<file path="src/rtl/id_ex_ctrl_encoder_if.sv">
// id_ex_ctrl_encoder_if: IF/ID-side inputs and ID/EX outputs of the control encoder
interface id_ex_ctrl_encoder_if #(parameter int CNT_W = 16);
  logic [31:0] id_instr;
  logic id_valid, hold, flush;
  logic [1:0] ex_alu_op;
  logic [3:0] ex_funct;
  logic ex_reg_write, ex_mem_read, ex_mem_write, ex_mem_to_reg, ex_branch, ex_alu_src;
  logic [4:0] ex_rs1, ex_rs2, ex_rd;
  logic ex_valid, stall_req, illegal_op;
  logic [CNT_W-1:0] bubble_cnt;
  modport master (
    output id_instr, id_valid, hold, flush,
    input ex_alu_op, ex_funct, ex_reg_write, ex_mem_read, ex_mem_write, ex_mem_to_reg,
    input ex_branch, ex_alu_src, ex_rs1, ex_rs2, ex_rd, ex_valid, stall_req, illegal_op, bubble_cnt
  );
  modport slave (
    input id_instr, id_valid, hold, flush,
    output ex_alu_op, ex_funct, ex_reg_write, ex_mem_read, ex_mem_write, ex_mem_to_reg,
    output ex_branch, ex_alu_src, ex_rs1, ex_rs2, ex_rd, ex_valid, stall_req, illegal_op, bubble_cnt
  );
endinterface

</file>
<file path="src/rtl/id_ex_ctrl_encoder.sv">
// id_ex_ctrl_encoder: ID decode, load-use stall, flush/bubble and ID/EX register; ID_EX_ILLEGAL_TRAP_EN enables the illegal-opcode pulse
module id_ex_ctrl_encoder #(parameter int CNT_W = 16) (
  input logic clk,
  input logic reset_n,
  id_ex_ctrl_encoder_if.slave bus
);
  localparam logic [6:0] OP_R = 7'b0110011, OP_I = 7'b0010011, OP_LD = 7'b0000011;
  localparam logic [6:0] OP_SD = 7'b0100011, OP_BEQ = 7'b1100011;
  logic [6:0] opcode;
  logic [4:0] rs1, rs2, rd;
  logic is_r, is_i, is_ld, is_sd, is_beq, legal, live, cnt_inc, illegal_next, unused;
  logic [1:0] alu_op;
  logic [3:0] funct;
  assign opcode = bus.id_instr[6:0];
  assign rd = bus.id_instr[11:7];
  assign rs1 = bus.id_instr[19:15];
  assign rs2 = bus.id_instr[24:20];
  assign unused = ^{bus.id_instr[31], bus.id_instr[29:25]};
  assign is_r = opcode == OP_R;
  assign is_i = opcode == OP_I;
  assign is_ld = opcode == OP_LD;
  assign is_sd = opcode == OP_SD;
  assign is_beq = opcode == OP_BEQ;
  assign legal = is_r | is_i | is_ld | is_sd | is_beq;
  assign alu_op = is_r ? 2'b10 : is_beq ? 2'b01 : 2'b00;
  assign funct = {is_r & bus.id_instr[30], bus.id_instr[14:12]};
  // rs2 only matters for opcodes that actually read it; rd=x0 never creates a dependency
  assign bus.stall_req = bus.id_valid & bus.ex_valid & bus.ex_mem_read & (bus.ex_rd != 5'd0) &
                         ((bus.ex_rd == rs1) | ((bus.ex_rd == rs2) & (is_r | is_sd | is_beq)));
  // a dead (bubble, invalid or illegal) instruction carries no controls at all
  assign live = ~bus.flush & ~bus.stall_req & bus.id_valid & legal;
  assign cnt_inc = bus.flush | (~bus.hold & bus.stall_req);
`ifdef ID_EX_ILLEGAL_TRAP_EN
  assign illegal_next = ~bus.flush & ~bus.hold & ~bus.stall_req & bus.id_valid & ~legal;
`else
  assign illegal_next = 1'b0;
`endif
  // ID/EX register: flush beats hold, hold freezes everything, otherwise load (bubble or decode)
  always_ff @(posedge clk or negedge reset_n)
    if (!reset_n) begin
      bus.ex_alu_op <= 2'b00;
      bus.ex_funct <= 4'd0;
      bus.ex_reg_write <= 1'b0;
      bus.ex_mem_read <= 1'b0;
      bus.ex_mem_write <= 1'b0;
      bus.ex_mem_to_reg <= 1'b0;
      bus.ex_branch <= 1'b0;
      bus.ex_alu_src <= 1'b0;
      bus.ex_rs1 <= 5'd0;
      bus.ex_rs2 <= 5'd0;
      bus.ex_rd <= 5'd0;
      bus.ex_valid <= 1'b0;
      bus.illegal_op <= 1'b0;
      bus.bubble_cnt <= '0;
    end else begin
      bus.illegal_op <= illegal_next;
      if (cnt_inc && !(&bus.bubble_cnt)) bus.bubble_cnt <= bus.bubble_cnt + 1'b1;
      if (bus.flush || !bus.hold) begin
        bus.ex_valid <= live;
        bus.ex_alu_op <= live ? alu_op : 2'b00;
        bus.ex_reg_write <= live & (is_r | is_i | is_ld);
        bus.ex_mem_read <= live & is_ld;
        bus.ex_mem_write <= live & is_sd;
        bus.ex_mem_to_reg <= live & is_ld;
        bus.ex_branch <= live & is_beq;
        bus.ex_alu_src <= live & (is_i | is_ld | is_sd);
        bus.ex_funct <= funct;
        bus.ex_rs1 <= rs1;
        bus.ex_rs2 <= rs2;
        bus.ex_rd <= rd;
      end
    end
endmodule

</file>
<file path="src/flat_wrapper.sv">
// flat-port wrapper written by rule: the top's interface ports become plain ports
module id_ex_ctrl_encoder_flat 
#(parameter int CNT_W = 16)
  (clk, reset_n, bus_id_instr, bus_id_valid, bus_hold, bus_flush, bus_ex_alu_op, bus_ex_funct, bus_ex_reg_write, bus_ex_mem_read, bus_ex_mem_write, bus_ex_mem_to_reg, bus_ex_branch, bus_ex_alu_src, bus_ex_rs1, bus_ex_rs2, bus_ex_rd, bus_ex_valid, bus_stall_req, bus_illegal_op, bus_bubble_cnt);
  id_ex_ctrl_encoder_if #(.CNT_W(CNT_W)) bus_i ();
  input logic clk;
  input logic reset_n;
  input wire logic [$bits(bus_i.id_instr)-1:0] bus_id_instr;
  input wire logic [$bits(bus_i.id_valid)-1:0] bus_id_valid;
  input wire logic [$bits(bus_i.hold)-1:0] bus_hold;
  input wire logic [$bits(bus_i.flush)-1:0] bus_flush;
  output wire logic [$bits(bus_i.ex_alu_op)-1:0] bus_ex_alu_op;
  output wire logic [$bits(bus_i.ex_funct)-1:0] bus_ex_funct;
  output wire logic [$bits(bus_i.ex_reg_write)-1:0] bus_ex_reg_write;
  output wire logic [$bits(bus_i.ex_mem_read)-1:0] bus_ex_mem_read;
  output wire logic [$bits(bus_i.ex_mem_write)-1:0] bus_ex_mem_write;
  output wire logic [$bits(bus_i.ex_mem_to_reg)-1:0] bus_ex_mem_to_reg;
  output wire logic [$bits(bus_i.ex_branch)-1:0] bus_ex_branch;
  output wire logic [$bits(bus_i.ex_alu_src)-1:0] bus_ex_alu_src;
  output wire logic [$bits(bus_i.ex_rs1)-1:0] bus_ex_rs1;
  output wire logic [$bits(bus_i.ex_rs2)-1:0] bus_ex_rs2;
  output wire logic [$bits(bus_i.ex_rd)-1:0] bus_ex_rd;
  output wire logic [$bits(bus_i.ex_valid)-1:0] bus_ex_valid;
  output wire logic [$bits(bus_i.stall_req)-1:0] bus_stall_req;
  output wire logic [$bits(bus_i.illegal_op)-1:0] bus_illegal_op;
  output wire logic [$bits(bus_i.bubble_cnt)-1:0] bus_bubble_cnt;
  assign bus_i.id_instr = bus_id_instr;
  assign bus_i.id_valid = bus_id_valid;
  assign bus_i.hold = bus_hold;
  assign bus_i.flush = bus_flush;
  assign bus_ex_alu_op = bus_i.ex_alu_op;
  assign bus_ex_funct = bus_i.ex_funct;
  assign bus_ex_reg_write = bus_i.ex_reg_write;
  assign bus_ex_mem_read = bus_i.ex_mem_read;
  assign bus_ex_mem_write = bus_i.ex_mem_write;
  assign bus_ex_mem_to_reg = bus_i.ex_mem_to_reg;
  assign bus_ex_branch = bus_i.ex_branch;
  assign bus_ex_alu_src = bus_i.ex_alu_src;
  assign bus_ex_rs1 = bus_i.ex_rs1;
  assign bus_ex_rs2 = bus_i.ex_rs2;
  assign bus_ex_rd = bus_i.ex_rd;
  assign bus_ex_valid = bus_i.ex_valid;
  assign bus_stall_req = bus_i.stall_req;
  assign bus_illegal_op = bus_i.illegal_op;
  assign bus_bubble_cnt = bus_i.bubble_cnt;
  id_ex_ctrl_encoder #(.CNT_W(CNT_W)) u_core (.clk(clk), .reset_n(reset_n), .bus(bus_i));
endmodule
</file>
<file path="config.mk">
export PLATFORM = sky130hd
export DESIGN_NAME = id_ex_ctrl_encoder_flat
export DESIGN_NICKNAME = d
export VERILOG_FILES = /design/src/rtl/id_ex_ctrl_encoder_if.sv /design/src/rtl/id_ex_ctrl_encoder.sv /design/src/flat_wrapper.sv
export SDC_FILE = /design/constraint.sdc
export NUM_CORES = 1
export LEC_CHECK = 0
export CAP_MARGIN = 5
export CORE_AREA = 4 4 83 62
export CTS_BUF_LIST = sky130_fd_sc_hd__clkbuf_2
export DETAILED_ROUTE_END_ITERATION = 10
export DIE_AREA = 0 0 87 66
export DONT_BUFFER_PORTS = 1
export PLACE_DENSITY = 0.7
export SLEW_MARGIN = 20
export SYNTH_ARGS = -nofsm -noshare
export SYNTH_HDL_FRONTEND = slang
export SYNTH_SLANG_ARGS = --single-unit
</file>
<file path="constraint.sdc">
create_clock -name clk -period 5.1 [get_ports clk]
set_clock_uncertainty 0.15 [all_clocks]
set_input_delay 0.765 -clock clk [delete_from_list [all_inputs] [get_ports clk]]
set_output_delay 0.765 -clock clk [all_outputs]
set_load 0.02 [all_outputs]
</file>
==> results.md, run 1 <==
* Final hold slack at 0.294 ns
* Most common flop cell mapped by yosys: dfrtp_1
* Mean Syn Cell Area at 11.8 um2
* Worst Path Arrival at 2.15 ns
* Max H-tree Level at 2
* RSZ-0062 raised after global routing: no
* Synth top area share at 51.1%
* Final Cycle Share at 60.2%
* Full die area at 5740 um2
* Sinks on Clock Net at 43
* # rows at 20
* Final setup fails at 0
* Largest stage delay on the critical path at 0.58 ns
* Critical path's slowest cell: or4_4
* Reg clk slew, reported paths at 0.19 ns
* Leakage power at 0.933 nW
* DP Area at 2140 um2
* Port Buf Inserts at 0
* Post-synth EDFFs at 0
* CORE AREA at about 4300 um2
* Most common cell after layout, fill and taps aside: dfrtp_1
* Post-synthesis cell area at 2100 um2
* Max-slew headroom at 62.1%
* Vias per inst at 5.60
* Max Cap Violations at 0
* # DRC at 0
* Root buf cell: clkbuf_2
* Die Height at approximately 66 um
* Worst hold path class: in -> reg
* #FFs+latches synth at 43
* Drt wl/cell at 18.5 um
* CP startpoint kind: register
* Outcome: finished, final reports clean
* Total CTS buffers at 5
* Die X at between 80 and 90 um
* Drt first-iter violations at 64
* Nets at 218
* Hold Fails Final Rpt at 0
* Largest net degree at the start of global routing at between 40 and 50
* Total Power at around 780 uW
* Post-DRT Antenna Nets at 0
* Cell taking the most area after synthesis: dfrtp_1
* Mapped Nets at 216
* Crit path required time at 4.18 ns
* Buf/Inv on CP at 0
* Clock buffer depth at 2
* Non-Filler Cell Area, Final at roughly 2200 um2
* Fraction of layout cells with a size suffix above 1 at 27.9%
* CP Capture Type: primary output
* CP top delay family: simple AND/OR/NAND/NOR gates
* Cells after Synth at between 150 and 200
* Post-CTS Resized at 0
* Least-Margin Pin Slew at 0.567 ns
* All-Layer GR Usage at 16.2%
* Antenna cells at 0
* Vias at roughly 1300
* Layout area overhead at 4.40%
* Max-slew violation count at 0
* Max Fanout on Critical Path at 5
* # IOs at 83
* Clock latency on the worst-skew pair at 0.38 ns
* First-pass GRT wire length at roughly 7 mm
* Drt pass-1 iters at 3
* Crit-path cells: or4_4, o211ai_2, nor4_4, or2_2
* Initial antenna violation count at 0
* Seq/Total Area, Yosys at 51.1%
* Initial Util at 49.2%
* Most frequent cells in the layout: dfrtp_1 (43), nand2_1 (22), mux2_2 (19)
* Final WL at 4.32 mm
* Pwr dens at 353 nW/um2
* CTS tree: built
* Vias in the first global route at 1478
* Util after Layout at roughly half
* Setup_tns at 0 ns
* Total grt overflow at 0
* Synth unique cells at 42
* Achievable Freq at 326 MHz
* FFs w/ async S/R, synth at 100%
* Post-DP HPWL at 3.28 mm
* Final GP Congestion at 0.770
* Top post-synthesis cells by area: dfrtp_1 (51%), mux2_2 (10%), xor2_1 (5.8%)
* Post-route minimum period at between 3 and 4 ns
* Peak VDD IR at about 0.00018 V
* Synth warnings at 0
* Fill cell count at 381
* Crit Path Class: reg -> out
[state kept, by name, indices dropped and copies added, names as in the netlist]
| register | flops |
|---|---|
| u_core.bus.ex_alu_op | 2 |
| u_core.bus.ex_rd | 5 |
| u_core.bus.ex_funct | 4 |
| u_core.bus.ex_reg_write | 1 |
| u_core.bus.ex_rs1 | 5 |
| u_core.bus.ex_valid | 1 |
| u_core.bus.ex_mem_write | 1 |
| u_core.bus.ex_branch | 1 |
| u_core.bus.ex_alu_src | 1 |
| u_core.bus.ex_mem_read | 1 |
| u_core.bus.bubble_cnt | 16 |
| u_core.bus.ex_rs2 | 5 |
[through the flow]
step / worst slack [ns] / cells
3_3_place_gp: 2.29 / 226
4_1_cts: 1.98 / 233
5_1_grt: 1.89 / 234
3_5_place_dp: 2.28 / 226
6_report: 2.03 / 234
2_1_floorplan: 2.38 / 178
[kinds of logic (layout without fill, tap and decap cells)]
group,count (synthesis),count (layout),synth area share (%)
compound gates,14,14,6.36
simple gates,65,65,18.8
buf+inv,11,12,2.73
mux,19,19,10.2
fa+ha+maj,1,1,0.594
xor+xnor,24,24,9.99
flops,43,43,51.1
other cells,1,1,0.178
[cells in the mapped netlist (4+ instances only)]
| cell | number |
|---|---|
| nor2_2 | 9 |
| mux2_2 | 19 |
| nand2_1 | 22 |
| xnor2_1 | 10 |
| xor2_1 | 14 |
| nor3_1 | 4 |
| o21ai_0 | 4 |
| dfrtp_1 | 43 |
[path summary, 6_finish.rpt]
path / to / from / cells past startpoint / slack, ns
max: bus_stall_req / u_core.bus.ex_rd[3] / 4 / 2.03
min: u_core.bus.ex_mem_read / bus_id_instr[6] / 1 / 0.29
max reg2reg: u_core.bus.bubble_cnt[1] / u_core.bus.ex_rd[3] / 5 / 2.53
min reg2reg: u_core.bus.bubble_cnt[12] / u_core.bus.bubble_cnt[12] / 1 / 0.50
max in group asynchronous: u_core.bus.ex_rs1[0] / reset_n / 2 / 3.92
min in group asynchronous: u_core.bus.bubble_cnt[9] / reset_n / 2 / 0.68
[layout make-up]
type / instances / area (um2) / area share (%)
Tap cell: 55 / 68.8 / 3.13
Clock buffer: 6 / 30.0 / 1.37
Timing Repair Buffer: 3 / 37.5 / 1.71
Inverter: 3 / 11.3 / 0.513
Sequential cell: 43 / 1080 / 49.0
Multi-Input combinational cell: 124 / 973 / 44.3
[layer usage]
metal  vias to the layer above  routed length [um]  GRT usage [%]
li1                        613                   -              -
met1                       644                1810           19.7
met2                        50                2070           25.9
met3                         4                 415           7.47
met4                         0                  24           4.47
met5                         -                   0              0
[worst register-to-register path, cell delays in order (launching register included)]
cell and delay [ns]:
dfrtp_1 0.56, or4_4 0.59, o211ai_2 0.20, nor4_4 0.09, o21ai_4 0.49, mux2_2 0.41
[report_power, final]
| group | internal [mW] | switching [mW] |
|---|---|---|
| registers | 0.390 | 0.133 |
| clock network | 0.0311 | 0.100 |
| logic | 0.0604 | 0.0622 |
| total | 0.481 | 0.295 |
[what timing repair did]
item | 4_1_cts | 5_1_grt
endpoints found under the hold margin | 43 | 4
hold buffers | 1 | 1
buffers inserted | 0 | 0
(Power assumes the default switching activity.)
==> inputs of run 2 (changes only) <==
Settings changed: PLACE_DENSITY 0.7 to 0.73.
Clock period 5.1 ns to 2.58 ns, I/O delays scaled along.
==> run 2 against run 1 <==
Clock power increased by 100%; first-iteration DRC count is 14% higher; final cell count grew 14%.
==> results.md, run 2 (synthesis gave the netlist of run 1 again) <==
* Multi-input logic area at 976 um2 (+0.26%)
* Most frequent cells in the layout: dfrtp_1 (42), dlygate4sd3_1 (23), nand2_1 (22)
* Comb pwr share at 24.0% (+8.2 points)
* Clock power frac at 16.1% (-0.8 points)
* Port Buf Inserts at 0 (unchanged)
* Antenna cells at 0 (unchanged)
* Largest register by flop count: u_core.bus.bubble_cnt
* # DRC at 0 (unchanged)
* CP startpoint kind: register
* Vias per inst at 5.48 (-2.1%)
* Setup_tns at 0 ns (unchanged)
* Fill cell count at 346 (-9.2%)
* Total CTS buffers at 5 (unchanged)
* Full die area at 5740 um2 (unchanged)
* Cell count after placement at 237 (+4.9%)
* Most common cell after layout, fill and taps aside: dfrtp_1
* DP Area at 2220 um2 (+3.9%)
* Max reg flops at 16 (unchanged)
* Total Power at 1.63 mW (+110%)
* Post-Place Worst Slack at 0.244 ns (-2.04 ns)
* Outcome: finished, final reports clean
* Drt pass-1 iters at 4 (+1)
* # IOs at 83 (unchanged)
* Fraction of layout cells with a size suffix above 1 at 29.2% (+1.3 points)
* Root buf cell: clkbuf_2
* Drt wl/cell at 18.2 um (-1.1%)
* Worst hold path class: in -> reg
* First-pass GRT wire length at 7.81 mm (+8.5%)
* Switch share at 37.7% (-0.30 points)
* Non-Filler Cell Area, Final at 2500 um2 (+14%)
* Post-route minimum period at 2.56 ns
* FF+latch area at 1080 um2 (+0.12%)
* Final hold slack at 0.0683 ns (-0.226 ns)
* Peak VDD IR at 0.000354 V (+98%)
* Max Cap Violations at 0 (unchanged)
* Initial antenna violation count at 0 (unchanged)
* Crit path required time at 2.04 ns (-2.14 ns)
* Die X at 87 um (unchanged)
* Reg power frac at 59.9% (-7.4 points)
* Initial Util at 49.2% (unchanged)
* Crit Path Class: reg -> out
* CP Capture Type: primary output
* Vias in the first global route at 1596 (+8.0%)
* Final setup margin at 0.0224 ns (-2.01 ns)
* Final setup fails at 0 (unchanged)
* CTS tree: built
* Max-slew violation count at 0 (unchanged)
* All-Layer GR Usage at 17.6% (+1.4 points)
* Clock buffer depth at 2 (unchanged)
* Largest net degree at the start of global routing at 44 (unchanged)
* CORE AREA at 4280 um2 (unchanged)
* Pwr dens at 649 nW/um2 (+84%)
* Achievable Freq at ~390 MHz
* Final GP Congestion at 0.778 (+1.0%)
* Reg clk slew, reported paths at 0.19 ns (about the same)
* Util after Layout at 58.5% (+7.2 points)
* Sinks on Clock Net at 43 (unchanged)
* Internal at 1.01 mW (+110%)
* Nets at 251 (+15%)
* Layout area overhead at 19.0%
* Final WL at 4.87 mm (+13%)
* Total grt overflow at 0 (unchanged)
* RSZ-0062 raised after global routing: yes
* Post-route insts no fill at 267 (+14%)
* Hold Fails Final Rpt at 0 (unchanged)
* Final Cycle Share at just under 100%
* # rows at 20 (unchanged)
* Max Fanout on Critical Path at 5 (unchanged)
* Post-CTS setup buffer count at 0 (unchanged)
* Drt first-iter violations at 73 (+14%)
* Post-DRT Antenna Nets at 0 (unchanged)
* P_sw at 613 uW (+110%)
* Max H-tree Level at 2 (unchanged)
* Clock latency on the worst-skew pair at 0.37 ns (about the same)
* Post-DP HPWL at 3.42 mm (+4.5%)
* Vias at 1464 (+12%)
* Worst Path Arrival at 2.02 ns (-0.13 ns)
* Leakage power at 1.08 nW (+15%)
* Die Height at 66 um (unchanged)
-- run 2: changes by cell type in the layout (fill, tap and decap cells not counted) --
| cell | previous run | this run |
|---|---|---|
| dfrtp_1 | 43 | 42 |
| dfrtp_2 | 0 | 1 |
| or2_4 | 0 | 1 |
| or2_2 | 2 | 1 |
| dlygate4sd3_1 | 1 | 23 |
| buf_4 | 1 | 12 |
-- run 2: worst paths after layout --
| kind | slack [ns] | depth (start not counted) | endpoint | start |
|---|---|---|---|---|
| worst max-delay path | 0.02 | 4 | bus_stall_req | u_core.bus.ex_rd[3] |
| worst min-delay path | 0.07 | 2 | u_core.bus.ex_mem_read | bus_id_valid |
| worst max register to register | 0.26 | 6 | u_core.bus.bubble_cnt[13] | u_core.bus.ex_rd[2] |
| worst min register to register | 0.49 | 2 | u_core.bus.bubble_cnt[0] | u_core.bus.bubble_cnt[0] |
| max in group asynchronous | 1.76 | 2 | u_core.bus.ex_rd[3] | reset_n |
| min in group asynchronous | 0.30 | 2 | u_core.bus.ex_rs2[2] | reset_n |
-- run 2: power groups by stage --
stage                     Clock (mW)  Sequential [mW]  Combinational, mW
after floorplan                    0             1.01              0.200
after global routing           0.296            0.990              0.428
after CTS                      0.273            0.975              0.393
after global placement             0            0.978              0.326
final                          0.262            0.973              0.391
after detailed placement           0            0.987              0.346
-- run 2: critical path: stages (launching register included) --
cell and delay [ns]:
dfrtp_2 0.54, or4_4 0.56, o211ai_2 0.20, nor4_4 0.09, or2_4 0.27
-- run 2: layout make-up --
class | count | share of cell area, %
sequential | 43 | 43.0
inverter | 3 | 0.450
tap | 55 | 2.75
timing repair buffer | 36 | 13.6
multi-input combinational | 124 | 39.0
clock buffer | 6 | 1.20
-- run 2: layer usage --
layer / part of all wire, % / track usage (%) / vias up
li1: - / - / 674
met1: 42 / 21.2 / 737
met2: 50 / 30.2 / 51
met3: 7.4 / 5.98 / 2
met4: 0.39 / 4.09 / 0
met5: 0 / 0 / -
-- run 2: what timing repair did --
action                     in CTS  in global routing
resized for setup               2                  0
cloned                          0                  0
hold buffers                   23                  1
hold endpoints to repair       67                  1
setup endpoints to repair       1                  1
